## src/rtl/multi_clock_divider.sv

```systemverilog
// Multi-channel programmable clock-enable generator: per-channel integer divide
// with pulse, 50%-duty square and one-shot modes, plus a global phase resync.
module multi_clock_divider #(
  parameter int NUM_CH = 4,
  parameter int DIV_W  = 8,
  parameter int CH_W   = (NUM_CH > 1) ? $clog2(NUM_CH) : 1
) (
  input  logic              clk,
  input  logic              rst,
  input  logic              wr,
  input  logic [CH_W-1:0]   wr_ch,
  input  logic [DIV_W-1:0]  wr_div,
  input  logic [1:0]        wr_mode,
  input  logic              resync,
  input  logic [CH_W-1:0]   rd_ch,
  output logic [DIV_W-1:0]  rd_div,
  output logic [1:0]        rd_mode,
  output logic [NUM_CH-1:0] div_out,
  output logic [NUM_CH-1:0] tick
);

  typedef enum logic [1:0] {
    MODE_OFF     = 2'b00,
    MODE_PULSE   = 2'b01,
    MODE_SQUARE  = 2'b10,
    MODE_ONESHOT = 2'b11
  } mode_e;

  logic [DIV_W-1:0]  div_q  [NUM_CH];
  logic [DIV_W-1:0]  div_nx [NUM_CH];
  logic [DIV_W-1:0]  cnt_q  [NUM_CH];
  logic [DIV_W-1:0]  cnt_nx [NUM_CH];
  mode_e             mode_q [NUM_CH];
  mode_e             mode_nx[NUM_CH];
  logic [NUM_CH-1:0] div_out_nx;
  logic [NUM_CH-1:0] tick_nx;
  logic [NUM_CH-1:0] tc;

  always_comb begin
    for (int unsigned i = 0; i < NUM_CH; i++) begin
      div_nx[i]     = div_q[i];
      mode_nx[i]    = mode_q[i];
      cnt_nx[i]     = cnt_q[i];
      div_out_nx[i] = div_out[i];
      tick_nx[i]    = 1'b0;
      tc[i]         = (mode_q[i] != MODE_OFF) && (cnt_q[i] == div_q[i]);

      // A write outranks resync, and both outrank any terminal count this cycle.
      if (wr && (wr_ch == CH_W'(i))) begin
        div_nx[i]     = wr_div;
        mode_nx[i]    = mode_e'(wr_mode);
        cnt_nx[i]     = '0;
        div_out_nx[i] = 1'b0;
      end else if (resync) begin
        cnt_nx[i]     = '0;
        div_out_nx[i] = 1'b0;
      end else begin
        cnt_nx[i] = tc[i] ? '0 : cnt_q[i] + DIV_W'(1);
        case (mode_q[i])
          MODE_OFF: begin
            cnt_nx[i]     = '0;
            div_out_nx[i] = 1'b0;
          end
          MODE_PULSE: begin
            div_out_nx[i] = tc[i];
            tick_nx[i]    = tc[i];
          end
          MODE_SQUARE: begin
            if (tc[i]) div_out_nx[i] = ~div_out[i];
            tick_nx[i] = tc[i];
          end
          MODE_ONESHOT: begin
            div_out_nx[i] = tc[i];
            tick_nx[i]    = tc[i];
            if (tc[i]) mode_nx[i] = MODE_OFF;
          end
          default: ;
        endcase
      end
    end
  end

  always_ff @(posedge clk or posedge rst) begin
    if (rst) begin
      for (int unsigned i = 0; i < NUM_CH; i++) begin
        div_q[i]  <= '0;
        cnt_q[i]  <= '0;
        mode_q[i] <= MODE_OFF;
      end
      div_out <= '0;
      tick    <= '0;
    end else begin
      for (int unsigned i = 0; i < NUM_CH; i++) begin
        div_q[i]  <= div_nx[i];
        cnt_q[i]  <= cnt_nx[i];
        mode_q[i] <= mode_nx[i];
      end
      div_out <= div_out_nx;
      tick    <= tick_nx;
    end
  end

  always_comb begin
    rd_div  = '0;
    rd_mode = '0;
    for (int unsigned i = 0; i < NUM_CH; i++) begin
      if (rd_ch == CH_W'(i)) begin
        rd_div  = div_q[i];
        rd_mode = mode_q[i];
      end
    end
  end

endmodule

```

## config.mk

```make
export PLATFORM = sky130hd
export DESIGN_NAME = multi_clock_divider
export DESIGN_NICKNAME = d
export VERILOG_FILES = /design/src/rtl/multi_clock_divider.sv
export SDC_FILE = /design/constraint.sdc
export NUM_CORES = 1
export LEC_CHECK = 0
export BUFFER_PORTS_ARGS = -buffer_cell sky130_fd_sc_hd__buf_2
export CORE_ASPECT_RATIO = 1.75
export CORE_MARGIN = 1
export CORE_UTILIZATION = 59
export CTS_BUF_LIST = sky130_fd_sc_hd__clkbuf_2
export DETAILED_ROUTE_END_ITERATION = 10
export HOLD_SLACK_MARGIN = 0.06
export PLACE_DENSITY_LB_ADDON = 0.3
export SLEW_MARGIN = 20
export SYNTH_ARGS = -nofsm -noshare
export SYNTH_HDL_FRONTEND = slang
export SYNTH_SLANG_ARGS = --single-unit
```

## constraint.sdc

```tcl
create_clock -name clk -period 6.2 [get_ports clk]
set_input_delay 0.62 -clock clk [delete_from_list [all_inputs] [get_ports clk]]
set_output_delay 0.62 -clock clk [all_outputs]
set_load 0.05 [all_outputs]
```

# Yosys cells after proc, flatten, opt, wreduce, memory -nomap -nowiden
# Cells that the tools add are included.
dict set report totals {
  register_bits 80
  inputBits 18
  output_inout_bits 18
  word_cells 161
}
dict set report classes {
  addsub 4
  eq_ne 30
  muxes 68
  bitwise 4
  reduce_logical 38
}
# cell n
set op_table {}
lappend op_table {{$mux W8} 20}
lappend op_table {{$mux W2} 20}
lappend op_table {{$add A8 B1 Y8 const B} 4}
lappend op_table {{$eq A8 B8 Y1} 4}
lappend op_table {{$eq A2 B2 Y1 const B} 12}
lappend op_table {{$mux W1} 24}
lappend op_table {{$reduce_bool A2 Y1} 12}
lappend op_table {{$ne A4 B4 Y1 const B} 4}
lappend op_table {{$eq A2 B1 Y1 const B} 6}
lappend op_table {{$logic_not A2 Y1} 6}
lappend op_table {{$pmux W1 S3} 4}
lappend op_table {{$reduce_and A3 Y1} 4}
lappend op_table {{$reduce_or A3 Y1} 4}
lappend op_table {{$logic_and A1 B1 Y1} 8}
lappend op_table {{$ne A2 B1 Y1 const B} 4}
lappend op_table {{$reduce_or A2 Y1} 4}
lappend op_table {{$not A1 Y1} 4}

# Depth between registers and ports, before layout
# Gate-level depths: netlist of run 1.
dict set report logic_depth {
  ltp_word 6
  mapped_depth 6
  depth_no_buf 4
}

# Least setup slack after synthesis of run 1
# Ideal clock, no wire load.
dict set report synth_timing {
  kind {input to output}
  start {input rd_ch[1]}
  end {output rd_div[0]}
  t_arrival_ns 1.533
  t_required_ns 5.580
  path_slack_ns 4.047
  stages 2
  path_buffers 1
  cell_sequence {buf_2 mux4_2}
}
dict set report synth_via {
  elab_chain_len 5
  word_cells_on_any_way 8
  classes_between {eq/ne: 3; mux: 4; reduce/logical: 1}
}
# item line_no
set synth_rtl {}
lappend synth_rtl {{start: declaration} 15} ;# input logic [CH_W-1:0] rd_ch,
lappend synth_rtl {{$logic_not A2 Y1} 107} ;# if (rd_ch == CH_W'(i)) begin
lappend synth_rtl {{$mux W8 (3 in series)} 107}
lappend synth_rtl {{$mux W8 *} 107}
lappend synth_rtl {{end: declaration} 16} ;# output logic [DIV_W-1:0] rd_div,
# Every way passes the cells marked *; elsewhere a longest branch is shown, timed or not.

# Worst setup path after layout of run 1
dict set report layout_timing {
  start {register div_q[28] in the netlist's numbering}
  end {output rd_div[4]}
}
dict set report layout_via {
  elab_chain_len 4
}
# item line_no
set layout_rtl {}
lappend layout_rtl {{start: declaration} 29} ;# logic [DIV_W-1:0] div_q [NUM_CH];
lappend layout_rtl {{start signal: indexed assignment} 94} ;# div_q[i] <= div_nx[i];
lappend layout_rtl {{$mux W8 (4 in series)} 107}
# Every way passes these cells.

==> results of run 1 <==
==> how the worst max path moves through the flow <==
stage / to / slack (ns) / cells past startpoint
after floorplan: cnt_q[0] / 3.53 / 1
after global placement: rd_div[7] / 3.90 / 3
after detailed placement: rd_div[6] / 3.88 / 3
after CTS: rd_div[3] / 3.82 / 2
after global routing: rd_mode[0] / 3.78 / 2
final: rd_div[4] / 3.85 / 2
==> placed cells by master (no fill, tap or decap), types with 2 or more instances in the layout <==
master	count
nor2_1	37
nand3_1	21
and3_1	11
inv_1	16
a21oi_1	6
xor2_1	20
o211ai_2	2
nand2_1	85
ha_1	4
o41ai_1	8
nor4_1	4
buf_2	35
dfrtp_1	80
mux4_2	10
nor3_1	4
and2_1	2
xnor2_1	36
clkinv_2	4
nand4_1	8
mux2_2	12
o21ai_0	8
o21ai_2	2
clkbuf_2	10
==> per-layer routing <==
metal / track usage, % / wire length [um]
met2: 48.1 / 4820
met5: 0 / 0
met1: 30.7 / 3390
met4: 16.0 / 365
met3: 5.97 / 307
==> synth_stat cells, drive strengths merged <==
cell,n
nor4,4
nor3b,1
clkbuf,2
nand2,85
ha,4
and3b,1
and3,11
nand3,21
nand3b,1
a21oi,6
buf,9
xnor2,36
inv,17
or2,1
nand4,8
mux2,12
o41ai,8
nor2,37
and2,2
nor3,4
a211oi,2
dfrtp,80
xor2,20
mux4,10
o211ai,2
o21ai,10
==> logic make-up after synthesis <==
kind of cell               share of synthesized area [%]
and+or+nand+nor                                     19.4
DFF                                                 49.7
xor gates and xnor gates                            12.2
AOI/OAI and AO/OA                                   5.22
buffers and inverters                               3.26
muxes                                               8.95
adders and majority gates                           1.24
==> metrics by stage <==
stage / setup WS, ns / instance area [um^2]
CTS: 3.82 / 4340
finish: 3.85 / 4350
global route: 3.78 / 4350
detailed placement: 3.88 / 4240
floorplan: 3.53 / 4030
global placement: 3.90 / 4240
==> sequential cells by signal, indices dropped and copies added (netlist names) <==
name and flops:
cnt_q 32, tick 4, mode_q 8, div_q 32, div_out 4
==> critical path, cell delays in order, from the launching register on <==
cell	delay (ns)
dfrtp_1	0.48
mux4_2	0.48
buf_2	0.23
==> power by group through the flow <==
stage / logic [mW] / registers, mW / clock network [mW]
finish: 0.274 / 0.643 / 0.262
global route: 0.299 / 0.651 / 0.287
detailed placement: 0.274 / 0.652 / 0
floorplan: 0.218 / 0.630 / 0
global placement: 0.265 / 0.650 / 0
CTS: 0.275 / 0.642 / 0.270
==> cell type report <==
class / instances / area share (%)
clock inverter: 5 / 1.12
timing repair buffer: 36 / 4.29
tap: 82 / 2.36
sequential: 80 / 46.1
inverter: 17 / 1.50
clock buffer: 10 / 1.15
multi-input combinational: 286 / 43.5
==> flow_metrics.tcl, run 1 <==
set metrics [dict create \
    status "completed" \
    timing.final.crit_period_ns 2.35 \
    place.gp.congestion 0.853 \
    ys_seq_area_share_pct 49.7 \
    hold_path.class "in2async" \
    synth_area_leaders "dfrtp_1, nand2_1, xnor2_1, mux4_2, xor2_1" \
    root_buffer "clkbuf_2" \
    clockPowerShare_pct 22.2 \
    core_um2 6540 \
    setup_viol 0 \
    crit_required_ns 5.58 \
    dpl.hpwl_um 6650 \
    first_global_vias 3087 \
    whs_ns 0.221 \
    endpoint_kind "output pin" \
    fill_cells 538 \
    yosys.cell_types.count 30 \
    worst_ep_arrival_time_ns 1.73 \
    syn_avg_cell_area_um2 10.2 \
    via_count 2978 \
    numCtsBuffers 9 \
    cts_tree "yes" \
    syn_inst 394 \
    grt_pass1_wl_um 15000 \
    dp.cells 501 \
    die_area_um2 7170 \
    row_count 39 \
    seqPwrFrac_pct 54.6 \
    rr_endpoint "mode_q[3]" \
    switching_power_uw 411 \
    clk_pin_slew_ns 0.21 \
    antennaDiodeCount 0 \
    antenna_found_initial 0 \
    ys_seq_elements 80 \
    synth_top_cell_by_area "dfrtp_1" \
    drive_gt1_share_pct 18.4 \
    wirelength_um 8880 \
    die_h_um 111 \
    final-hold-violation-count 0 \
    slew_headroom_pct 39.1 \
    startpoint "div_q[28]" \
    power.density_nw_per_um2 271 \
    final_nets 452 \
    max_cap_violations 0 \
    cts_setup_buffers 0 \
    cts_sinks 80 \
    grt_usage_pct 27.9 \
    ctsHoldBuffers 0 \
    final_cell_count_no_fill 516 \
    grt_setup_unrepaired "false" \
    power_mw 1.18 \
    syn-num-nets 416 \
    setup_tns_ns 0 \
    drcViolationCount 0 \
    drt_iter0_markers 173 \
    viasPerCell 5.77 \
    period_share_pct 37.9 \
    clock_skew_ns 0.0240 \
    grt_max_degree 81 \
    grt-ovfl-total 0 \
    yosysWarningCount 0 \
    timing.rr.start "cnt_q[10]" \
    slew_viol_final 0 \
    worstMarginPinSlew_ns 0.911 \
    ios 36 \
    timing.fmax_mhz 425 \
    dieWidth_um 64.4 \
    dr.pass1.iters 4 \
    ctsHtreeMaxLevel 3 \
    initial_core_util_pct 61.6 \
    drtAntennaViolNets 0 \
    power.internal_uw 768 \
    comb_power_share_pct 23.2 \
    layout-area-overhead-vs-synth_pct 7.99 \
    crit_type "reg2out" \
    switching_share_pct 34.9 \
    vdd_drop_max_mv 0.169 \
    seqCellArea_um2 2000 \
    clkLatencyLatePin_ns 0.54 \
    synth_area_um2 4030 \
    final_util_pct 66.5 \
    cts_buffer_depth 2 \
    ff2ff_setup_slack_ns 4.55 \
    crit_path_start_kind "flip-flop" \
    post_cts_resized 0 \
    wire_per_inst_um 17.2 \
    port_buffers 35 \
    multi_input_area_um2 1890 \
    yosysTopAreaCellShare_pct 49.7 \
    crit_fanout 3 \
    ff2ff_path_depth 4 \
    leakage_nw 2.01 \
]
Note: power is estimated with default switching activity, not from simulation.
==> run 2: changes to the inputs <==
clock period = 2.25 ns   (was 6.2 ns; I/O delays follow)
==> run 2 against run 1 <==
Net effect: sequential cell count unchanged; sequential share of layout area shrank 1.2 points; die area did not move; critical endpoint unchanged; largest cell class unchanged.
==> flow_metrics.tcl, run 2 (synthesized netlist as in run 1, its figures left out) <==
set metrics [dict create \
    dp.cells 504 \
    drcViolationCount 0 \
    layout-area-overhead-vs-synth_pct 11.0 \
    cts_tree "yes" \
    crit_path_start_kind "flip-flop" \
    die_h_um 111 \
    crit_required_ns 2.03 \
    power.density_nw_per_um2 708 \
    crit_fanout 3 \
    ctsHtreeMaxLevel 3 \
    grt-ovfl-total 0 \
    clk_pin_slew_ns 0.21 \
    final_cell_mix "nand2_1, dfrtp_1, nor2_1" \
    clock_skew_ns 0.0209 \
    timing.fmax_mhz 508 \
    via_count 3016 \
    dr.pass1.iters 4 \
    multi_input_area_um2 1890 \
    rr_endpoint "mode_q[3]" \
    timing.final.crit_period_ns 1.97 \
    post_cts_resized 0 \
    dpl.hpwl_um 6770 \
    numCtsBuffers 9 \
    cts_sinks 80 \
    setup_ws_ns 0.281 \
    drive_gt1_share_pct 18.3 \
    fill_cells 535 \
    grt_setup_unrepaired "false" \
    port_buffers 35 \
    place.gp.congestion 0.849 \
    timing.rr.start "cnt_q[8]" \
    comb_power_share_pct 24.7 \
    drtAntennaViolNets 0 \
    place_ws_ns 0.669 \
    core_um2 6540 \
    antennaDiodeCount 0 \
    leakage_nw 2.05 \
    ios 36 \
    reg_top3 "cnt_q (32), div_q (32), mode_q (8)" \
    clkLatencyLatePin_ns 0.54 \
    worst_ep_arrival_time_ns 1.74 \
    switching_power_mw 1.14 \
    worstMarginPinSlew_ns 0.704 \
    ff2ff_setup_slack_ns 0.61 \
    slew_viol_final 0 \
    grt_max_degree 53 \
    initial_core_util_pct 61.6 \
    viasPerCell 5.69 \
    wirelength_um 9020 \
    cts_buffer_depth 2 \
    status "completed" \
    vdd_drop_max_mv 0.512 \
    final_nets 466 \
    seqPwrFrac_pct 55.9 \
    row_count 39 \
    seqCellArea_um2 2000 \
    final_common_cell "nand2_1" \
    ff2ff_path_depth 4 \
    endpoint_kind "output pin" \
    clockPowerShare_pct 19.4 \
    antenna_found_initial 0 \
    setup_tns_ns 0 \
    root_buffer "clkbuf_2" \
    max_cap_violations 0 \
    slew_headroom_pct 53.0 \
    crit_type "reg2out" \
    setup_viol 0 \
    grt_pass1_wl_um 15300 \
    period_share_pct 87.5 \
    grt_usage_pct 28.5 \
    first_global_vias 3117 \
    wire_per_inst_um 17.0 \
    drt_iter0_markers 181 \
    final-hold-violation-count 0 \
    switching_share_pct 36.1 \
    hold_path.class "in2async" \
    dieWidth_um 64.4 \
    power.internal_mw 2.02 \
    die_area_um2 7170 \
    final_cell_count_no_fill 530 \
]
==> run 2: cell count changes in the layout (fill, tap and decap cells not counted) <==
cell	previous run	this run
bufinv_16	1	0
buf_4	0	3
clkinv_1	1	2
clkinv_2	4	2
buf_12	0	1
dlygate4sd3_1	0	11
buf_6	1	0
clkinvlp_4	0	2
==> run 2: area by class of cell <==
class / count / share of cell area (%)
flip-flops and latches: 80 / 44.8
multi-input cells: 286 / 42.4
repair buffers: 50 / 7.34
well taps: 82 / 2.30
inverters: 17 / 1.51
clock buffers: 10 / 1.12
clock inverters: 5 / 0.560
==> run 2: power groups by stage <==
stage          registers [mW]  logic, mW  clock network, mW
2_1_floorplan            1.73      0.601                  0
5_1_grt                  1.79      0.848              0.673
3_3_place_gp             1.78      0.744                  0
3_5_place_dp             1.79      0.766                  0
6_report                 1.77      0.780              0.613
4_1_cts                  1.76      0.783              0.621
==> run 2: worst max path at each step <==
| stage | startpoint | endpoint | slack [ns] |
|---|---|---|---|
| 3_3_place_gp | wr_ch[1] | cnt_q[27] | 0.71 |
| 2_1_floorplan | rd_ch[1] | rd_div[0] | 0.89 |
| 5_1_grt | div_q[4] | rd_div[4] | 0.24 |
| 3_5_place_dp | wr_ch[1] | cnt_q[27] | 0.67 |
| 4_1_cts | div_q[2] | rd_div[2] | 0.27 |
| 6_report | div_q[4] | rd_div[4] | 0.28 |
==> run 2: metrics by stage <==
step | utilization (%) | cell area, um^2 | hold slack, ns | power [mW]
2_1_floorplan | - | 4030 | 0.330 | 2.34
3_3_place_gp | 65.5 | 4280 | 0.140 | 2.53
3_5_place_dp | 65.5 | 4280 | 0.140 | 2.56
4_1_cts | 68.3 | 4470 | 0.106 | 3.17
5_1_grt | 68.3 | 4470 | 0.126 | 3.31
6_report | 68.3 | 4470 | 0.117 | 3.16
==> run 2: metal layers <==
layer	share of wire [%]	GRT usage, %	vias up
li1	-	-	1434
met1	38	32.8	1495
met2	56	50.2	63
met3	2.8	3.19	24
met4	2.8	15.1	0
met5	0	0	-
==> run 2: critical path, stage by stage (launching register included) <==
cell	delay [ns]
dfrtp_1	0.47
mux4_2	0.50
buf_2	0.23
==> run 2: what timing repair did <==
item | CTS | global route
setup endpoints to repair | 0 | 0
setup buffers | 0 | 0
endpoints found under the hold margin | 120 | 0
hold buffers | 11 | 0
==> run 3: changes to the inputs <==
BUFFER_PORTS_ARGS = not set   (was -buffer_cell sky130_fd_sc_hd__buf_2)
DONT_BUFFER_PORTS = 1   (was not set)
==> run 3 against run 2 <==
Net effect: critical path depth increased by 3; sequential share of layout area increased by 0.14 points; routed wire length increased by 1.9%; final area decreased by 0.31%; highest routed layer unchanged; count of clock-buffer cells in the layout decreased by 1; non-clock buffer count decreased by 26.
==> flow_metrics.tcl, run 3 (synthesized netlist as in run 1, its figures left out) <==
set metrics [dict create \
    status "completed" \
    first_global_vias 3174 \
    ff2ff_setup_slack_ns 0.21 \
    cp_slowest_stage_delay_ns 0.55 \
    crit_family "buffers and inverters" \
    wire_per_inst_um 18.2 \
    rr_endpoint "mode_q[3]" \
    cts_setup_buffers 0 \
    cp_cell_sequence "xnor2_1, nand4_1, o41ai_2, o21ai_0, dlygate4sd3_1" \
    die_area_um2 7170 \
    crit_required_ns 2.72 \
    whs_ns 0.164 \
    grt_usage_pct 29.6 \
    leakage_nw 1.96 \
    drt_iter0_markers 212 \
    holdCritStartpoint "wr_ch[0]" \
    clk_pin_slew_ns 0.22 \
    dp.cells 467 \
    final_cell_count_no_fill 506 \
    crit_type "reg2reg" \
    setup_viol 0 \
    crit_fanout 6 \
    clkLatencyLatePin_ns 0.56 \
    endpoint_kind "flip-flop" \
    cts_tree "yes" \
    grt-ovfl-total 0 \
    final_common_cell "nand2_1" \
    drcViolationCount 0 \
    grt_max_degree 47 \
    root_buffer "clkbuf_2" \
    power.density_nw_per_um2 759 \
    power_mw 3.38 \
    timing.final.crit_period_ns 2.04 \
    drtAntennaViolNets 0 \
    drive_gt1_share_pct 11.3 \
    layout-area-overhead-vs-synth_pct 10.6 \
    antenna_found_initial 1 \
    final_cell_mix "nand2_1, dfrtp_1, nor2_1" \
    final_nets 440 \
    setup_tns_ns 0 \
    min_to "div_q[22]" \
    crit_buf_inv 1 \
    crit_path_start_kind "flip-flop" \
    grt_pass1_wl_um 15700 \
    slew_viol_final 0 \
    vdd_drop_max_mv 0.634 \
    viasPerCell 5.82 \
    worst_ep_arrival_time_ns 2.50 \
    timing.rr.start "cnt_q[8]" \
    worst-path-stages 5 \
    clock_skew_ns 0.0288 \
    ff2ff_path_depth 5 \
    min_path_cells 3 \
    final_util_pct 68.1 \
    worst_path_max_delay_cell "dlygate4sd3_1" \
    wirelength_um 9190 \
    port_buffers 0 \
    place.gp.congestion 0.848 \
    ctsHtreeMaxLevel 3 \
    hold_path.class "in2reg" \
    row_count 39 \
    period_share_pct 90.5 \
    via_count 2944 \
    die_h_um 111 \
    grt_setup_unrepaired "false" \
    timing.fmax_mhz 491 \
    cts_buffer_depth 2 \
    max_cap_violations 0 \
    dieWidth_um 64.4 \
    reg_top3 "cnt_q (32), div_q (32), mode_q (8)" \
    numCtsBuffers 9 \
    dpl.hpwl_um 6640 \
    initial_core_util_pct 61.6 \
    dr.pass1.iters 5 \
    worstMarginPinSlew_ns 0.748 \
    cts_sinks 80 \
    final-hold-violation-count 0 \
    ios 36 \
    slew_headroom_pct 50.0 \
    core_um2 6540 \
]
[run 3: cell count changes in the layout (fill, tap and decap cells not counted), moves of 2 or more]
| cell | before | now |
|---|---|---|
| dlygate4sd3_1 | 11 | 22 |
| buf_2 | 35 | 0 |
| buf_4 | 3 | 1 |
| bufinv_16 | 0 | 2 |
[run 3: worst max-delay path by stage]
stage                         start        end  slack (ns)
after floorplan            rd_ch[1]  rd_div[0]        0.89
after global placement    cnt_q[24]  mode_q[7]        0.67
after detailed placement  cnt_q[24]  mode_q[6]        0.65
after CTS                 cnt_q[10]  mode_q[3]        0.23
after global routing      cnt_q[10]  mode_q[3]        0.07
final                      cnt_q[8]  mode_q[3]        0.21
[run 3: area by class of cell]
type | instances | area [um^2]
clock inverters | 7 | 86.3
clock buffers | 9 | 45.0
flip-flops and latches | 80 | 2000
repair buffers | 24 | 248
diodes | 1 | 2.50
fillers | 540 | 2090
well taps | 82 | 103
multi-input cells | 286 | 1900
inverters | 17 | 67.6
[run 3: routing by layer]
metal  global-route usage [%]  up-vias  share of wire (%)
met5                        0        -                  0
met4                     18.7        0                4.9
met3                     7.61       34                4.3
met2                     50.0       76                 56
met1                     32.0     1444                 35
li1                         -     1390                  -
[run 3: metrics by stage]
stage	setup WS, ns	cell area [um^2]
CTS	0.229	4440
detailed placement	0.647	4090
global placement	0.673	4090
global route	0.0717	4450
finish	0.213	4450
floorplan	0.887	4030
[run 3: where the power goes]
group          internal, mW  total, mW  switching [mW]
combinational         0.296      0.745           0.449
clock                 0.358      0.855           0.497
sequential             1.58       1.78           0.200
[run 3: repair_timing]
action | 4_1_cts | 5_1_grt
resized for setup | 0 | 1
hold endpoints to repair | 114 | 0
setup endpoints to repair | 0 | 1
hold buffers | 22 | 0
[run 3: worst register-to-register path, delay by kind of cell, from the launching register on]
family	cells	cell delay [ns]
xor gates and xnor gates	1	0.20
and+or+nand+nor	1	0.26
DFF	1	0.50
AOI/OAI and AO/OA	2	0.44
buffers and inverters	1	0.55
